`src/rtl/floating_multiplication_if.sv`:
```
// floating_multiplication_if: operand/result bundle for the binary32 multiplier
interface floating_multiplication_if #(parameter int XLEN = 32);
  logic [XLEN-1:0] A;
  logic [XLEN-1:0] B;
  logic [XLEN-1:0] result;
  modport master (output A, B, input result);
  modport slave (input A, B, output result);
endinterface

```
`src/rtl/floating_multiplication.sv`:
```
// floating_multiplication: single-cycle binary32 multiply, round-to-nearest-even, flush-to-zero
module floating_multiplication #(parameter int XLEN = 32) (
  input logic clk,
  input logic rst,
  floating_multiplication_if.slave bus
);
  localparam logic [XLEN-1:0] QNAN = XLEN'(32'h7FC00000);
  logic [XLEN-1:0] result_d, result_q, normal;
  logic [7:0] ea, eb;
  logic [22:0] fa, fb, mant;
  logic sign, a_nan, b_nan, a_inf, b_inf, a_zero, b_zero, norm, g, r, st;
  logic [47:0] prod;
  logic [23:0] rnd;
  logic [9:0] exp_f;
  always_comb begin
    ea = bus.A[30:23];
    eb = bus.B[30:23];
    fa = bus.A[22:0];
    fb = bus.B[22:0];
    sign = bus.A[31] ^ bus.B[31];
    a_nan = (ea == 8'hFF) && (fa != '0);
    b_nan = (eb == 8'hFF) && (fb != '0);
    a_inf = (ea == 8'hFF) && (fa == '0);
    b_inf = (eb == 8'hFF) && (fb == '0);
    a_zero = ea == 8'h00;
    b_zero = eb == 8'h00;
    prod = {24'b0, 1'b1, fa} * {24'b0, 1'b1, fb};
    norm = prod[47];
    mant = norm ? prod[46:24] : prod[45:23];
    g = norm ? prod[23] : prod[22];
    r = norm ? prod[22] : prod[21];
    st = norm ? |prod[21:0] : |prod[20:0];
    rnd = {1'b0, mant} + {23'b0, g & (r | st | mant[0])};
    // 10-bit two's complement keeps underflow below zero distinguishable from overflow
    exp_f = {2'b0, ea} + {2'b0, eb} - 10'd127 + {9'b0, norm} + {9'b0, rnd[23]};
    normal = $signed(exp_f) >= 255 ? XLEN'({sign, 8'hFF, 23'b0}) :
             $signed(exp_f) <= 0 ? XLEN'({sign, 31'b0}) :
             XLEN'({sign, exp_f[7:0], rnd[22:0]});
    result_d = (a_nan || b_nan) ? QNAN :
               ((a_zero && b_inf) || (a_inf && b_zero)) ? QNAN :
               (a_inf || b_inf) ? XLEN'({sign, 8'hFF, 23'b0}) :
               (a_zero || b_zero) ? XLEN'({sign, 31'b0}) : normal;
  end
  always_ff @(posedge clk) result_q <= rst ? '0 : result_d;
  assign bus.result = result_q;
endmodule

```
`src/flat_wrapper.sv`:
```
// flat-port wrapper written by rule: the top's interface ports become plain ports
module floating_multiplication_flat 
#(parameter int XLEN = 32)
  (clk, rst, bus_A, bus_B, bus_result);
  floating_multiplication_if #(.XLEN(XLEN)) bus_i ();
  input logic clk;
  input logic rst;
  input wire logic [$bits(bus_i.A)-1:0] bus_A;
  input wire logic [$bits(bus_i.B)-1:0] bus_B;
  output wire logic [$bits(bus_i.result)-1:0] bus_result;
  assign bus_i.A = bus_A;
  assign bus_i.B = bus_B;
  assign bus_result = bus_i.result;
  floating_multiplication #(.XLEN(XLEN)) u_core (.clk(clk), .rst(rst), .bus(bus_i));
endmodule
```
`config.mk`:
```
export PLATFORM = sky130hd
export DESIGN_NAME = floating_multiplication_flat
export DESIGN_NICKNAME = d
export VERILOG_FILES = /design/src/rtl/floating_multiplication_if.sv /design/src/rtl/floating_multiplication.sv /design/src/flat_wrapper.sv
export SDC_FILE = /design/constraint.sdc
export NUM_CORES = 2
export LEC_CHECK = 0
export BUFFER_PORTS_ARGS = -buffer_cell sky130_fd_sc_hd__clkbuf_2
export CORE_ASPECT_RATIO = 1.2
export CORE_MARGIN = 3
export CORE_UTILIZATION = 37
export DETAILED_ROUTE_END_ITERATION = 6
export SYNTH_ARGS = -nofsm -noshare
export SYNTH_HDL_FRONTEND = slang
export SYNTH_SLANG_ARGS = --single-unit
```
`constraint.sdc`:
```
create_clock -name clk -period 11 [get_ports clk]
set_clock_uncertainty 0.15 [all_clocks]
set_input_delay 2.2 -clock clk [delete_from_list [all_inputs] [get_ports clk]]
set_output_delay 2.2 -clock clk [all_outputs]
set_load 0.02 [all_outputs]
```
==> key figures <==
Setup path
  – CP delay by family, top: adder cells
  – Worst path most repeated cell: fa_1
  – Req. time, crit path: 11.05 ns
  – Setup crit start kind: primary input
  – Crit path kind: in2reg
  – Setup crit end kind: register
  – Worst path bufs/invs: 8
  – Crit-path max FO: 6
  – CP max-delay cell: fa_1
  – Max stage delay on crit path: 0.61 ns
  – Worst Path Arrival: 11.24 ns

Floorplan
  – Initial Utilization: 37.5%
  – Die height: 276 um
  – Num rows: 98
  – Die ar.: 63,500 sq um
  – CORE AREA: 59,700 sq um
  – Die W: 231 um
  – Num ports: 98

Placed design
  – IO buf count: 97
  – DP Wirelength: 60,900 um
  – Place WS: -0.937 ns
  – Placed cells: 3,820
  – Placer Congestion: 0.934

Logic synthesis
  – YS warnings: 0
  – Most common cell in the synthesized netlist: inv_1
  – Mapped cell area: 22,400 sq um
  – Post-synth cell types: 89
  – Top cell type's share of synthesized area: 43.3%
  – Mapped Cells: 2,651
  – Syn Area/Cell: 8.45 sq um
  – Sequential area share after synthesis: 2.86%
  – Cell accounting for the most synthesized area: fa_1
  – Post-Syn Nets: 3,388
  – Commonest cells in the synthesized netlist: inv_1 (596), fa_1 (484), nand2_1 (349)
  – Fraction of registers with async set/reset: 0%
  – Ranking of synthesized cells by area: fa_1 (43%), ha_1 (10%), inv_1 (10%)
  – EDFF count, synth: 0
  – Yosys reg bits: 32
  – Top FF cell, synth: dfxtp_1

Timing
  – Slew headroom: 45.1%
  – Final worst setup slack: -0.191 ns
  – Unrepaired setup endpoints after global routing: true
  – Maximum clock rate: 89.4 MHz
  – Final worst-path cycle share: 102%
  – Slew Limit Fails: 0
  – Count of final setup violators: 23
  – Pin slew with the least headroom to its limit: 0.818 ns
  – Final hold violation count: 0
  – Final min period: 11.19 ns

Route
  – Post-DRT Antenna Nets: 0
  – 1st-pass router iterations: 5
  – Wire per inst: 18.0 um
  – Vias per inst: 5.03
  – Routed wire length: 70,100 um
  – DRC Markers: 0
  – Initial DRC count: 879
  – Vias: 19,600

GRT
  – Number of global-route vias before repair: 21,700
  – Total gr overflow: 0
  – Largest net degree at the start of global routing: 23
  – Initial antenna violation count: 0
  – Total GRT Usage: 22.3%
  – Global-route wire length before repair: 114,000 um

Run status
  – Status: finished with violations
  – Failing checks: setup timing

Clocking
  – Hold-fix buffers at CTS: 0
  – CTS tree: done
  – CTS buffer count: 5
  – Max H-tree Level: 2
  – Clock sinks: 32
  – Root buffer cell: clkbuf_16
  – Clock transition at path regs: 0.06 ns
  – Max Buffers Root-to-Sink: 2

Flow run
  – Max_cap viols: 0

Finish
  – Nets: 3,840
  – Non-filler instance count after layout: 3,905
  – Synth-to-Final Area Change: 29.3%
  – Max reg flops: 32
  – Fill cells: 5,678
  – Layout cells sized above 1: 26.3%

Min path
  – Worst Hold Class: in2reg
[metal layers]
metal  track usage, %  vias to the layer above  part of all wire (%)
li1                 -                     9018                     -
met1             27.0                     9915                    40
met2             40.6                      522                    51
met3             1.54                      170                   3.4
met4             9.89                        0                   5.4
met5                0                        -                     0
[cell families (layout without fill, tap and decap cells)]
family | count (synthesis) | count (layout) | synth area share (%)
other | 0 | 1 | 0
muxes | 7 | 7 | 0.313
AOI/OAI and AO/OA | 294 | 294 | 9.38
buffers and inverters | 725 | 1178 | 12.2
xor gates and xnor gates | 61 | 61 | 2.42
DFF | 32 | 32 | 2.86
adders and majority gates | 671 | 671 | 53.7
and+or+nand+nor | 861 | 861 | 19.1
[layout by cell type, fill, tap and decap left out, types with 11 or more instances in the layout]
cell | synthesis | final
a211oi_1 | 19 | 11
a21o_1 | 25 | 25
a21oi_1 | 71 | 47
a21oi_2 | 2 | 19
and2_1 | 244 | 231
and2_4 | 0 | 14
buf_12 | 0 | 15
buf_4 | 0 | 413
buf_6 | 0 | 39
clkbuf_16 | 0 | 15
clkbuf_2 | 0 | 59
clkbuf_8 | 0 | 14
dfxtp_1 | 32 | 32
fa_1 | 484 | 459
fa_2 | 0 | 25
ha_1 | 187 | 165
ha_4 | 0 | 20
inv_1 | 596 | 574
inv_2 | 0 | 17
nand2_1 | 349 | 335
nand3_1 | 18 | 13
nand4_1 | 31 | 31
nor2_1 | 104 | 92
nor3_1 | 33 | 24
nor4_1 | 23 | 21
o21a_1 | 20 | 18
o21ai_0 | 42 | 29
o21ai_1 | 8 | 14
xnor2_1 | 36 | 32
xor2_1 | 24 | 19
[through the flow]
stage	setup TNS, ns	hold WS (ns)	utilization (%)	cell area [sq um]
2_1_floorplan	0	2.13	-	22800
3_3_place_gp	-18.04	2.23	44.7	26700
3_5_place_dp	-23.43	2.23	44.7	26700
4_1_cts	-1.37	1.94	47.6	28400
5_1_grt	-13.03	1.94	48.5	29000
6_report	-2.76	1.94	48.5	29000
[cell type report]
class / count / area (sq um) / share of cell area [%]
Timing Repair Buffer: 571 / 4820 / 16.6
Tap cell: 800 / 1000 / 3.46
Clock buffer: 5 / 125 / 0.432
Sequential cell: 32 / 641 / 2.21
Inverter: 599 / 2270 / 7.83
Clock inverter: 3 / 18.8 / 0.0648
Multi-Input combinational cell: 1894 / 20100 / 69.4
Antenna cell: 1 / 2.50 / 0.00864
[repair_timing]
| item | 4_1_cts | 5_1_grt |
|---|---|---|
| pin swaps | 73 | 73 |
| resized for setup | 235 | 109 |
| setup buffers | 56 | 20 |
| endpoints found under the setup margin | 31 | 31 |
| gates cloned | 3 | 1 |
[final timing paths]
path                     start  depth (start not counted)                          endpoint  slack (ns)
worst max-delay path  bus_A[4]                         37  u_core.bus.result[11]$_SDFF_PP0_       -0.19
worst min-delay path       rst                          2  u_core.bus.result[31]$_SDFF_PP0_        1.94
Power is not shown: default switching activity piles up to over one toggle a cycle in this logic, so the estimate is an artifact.
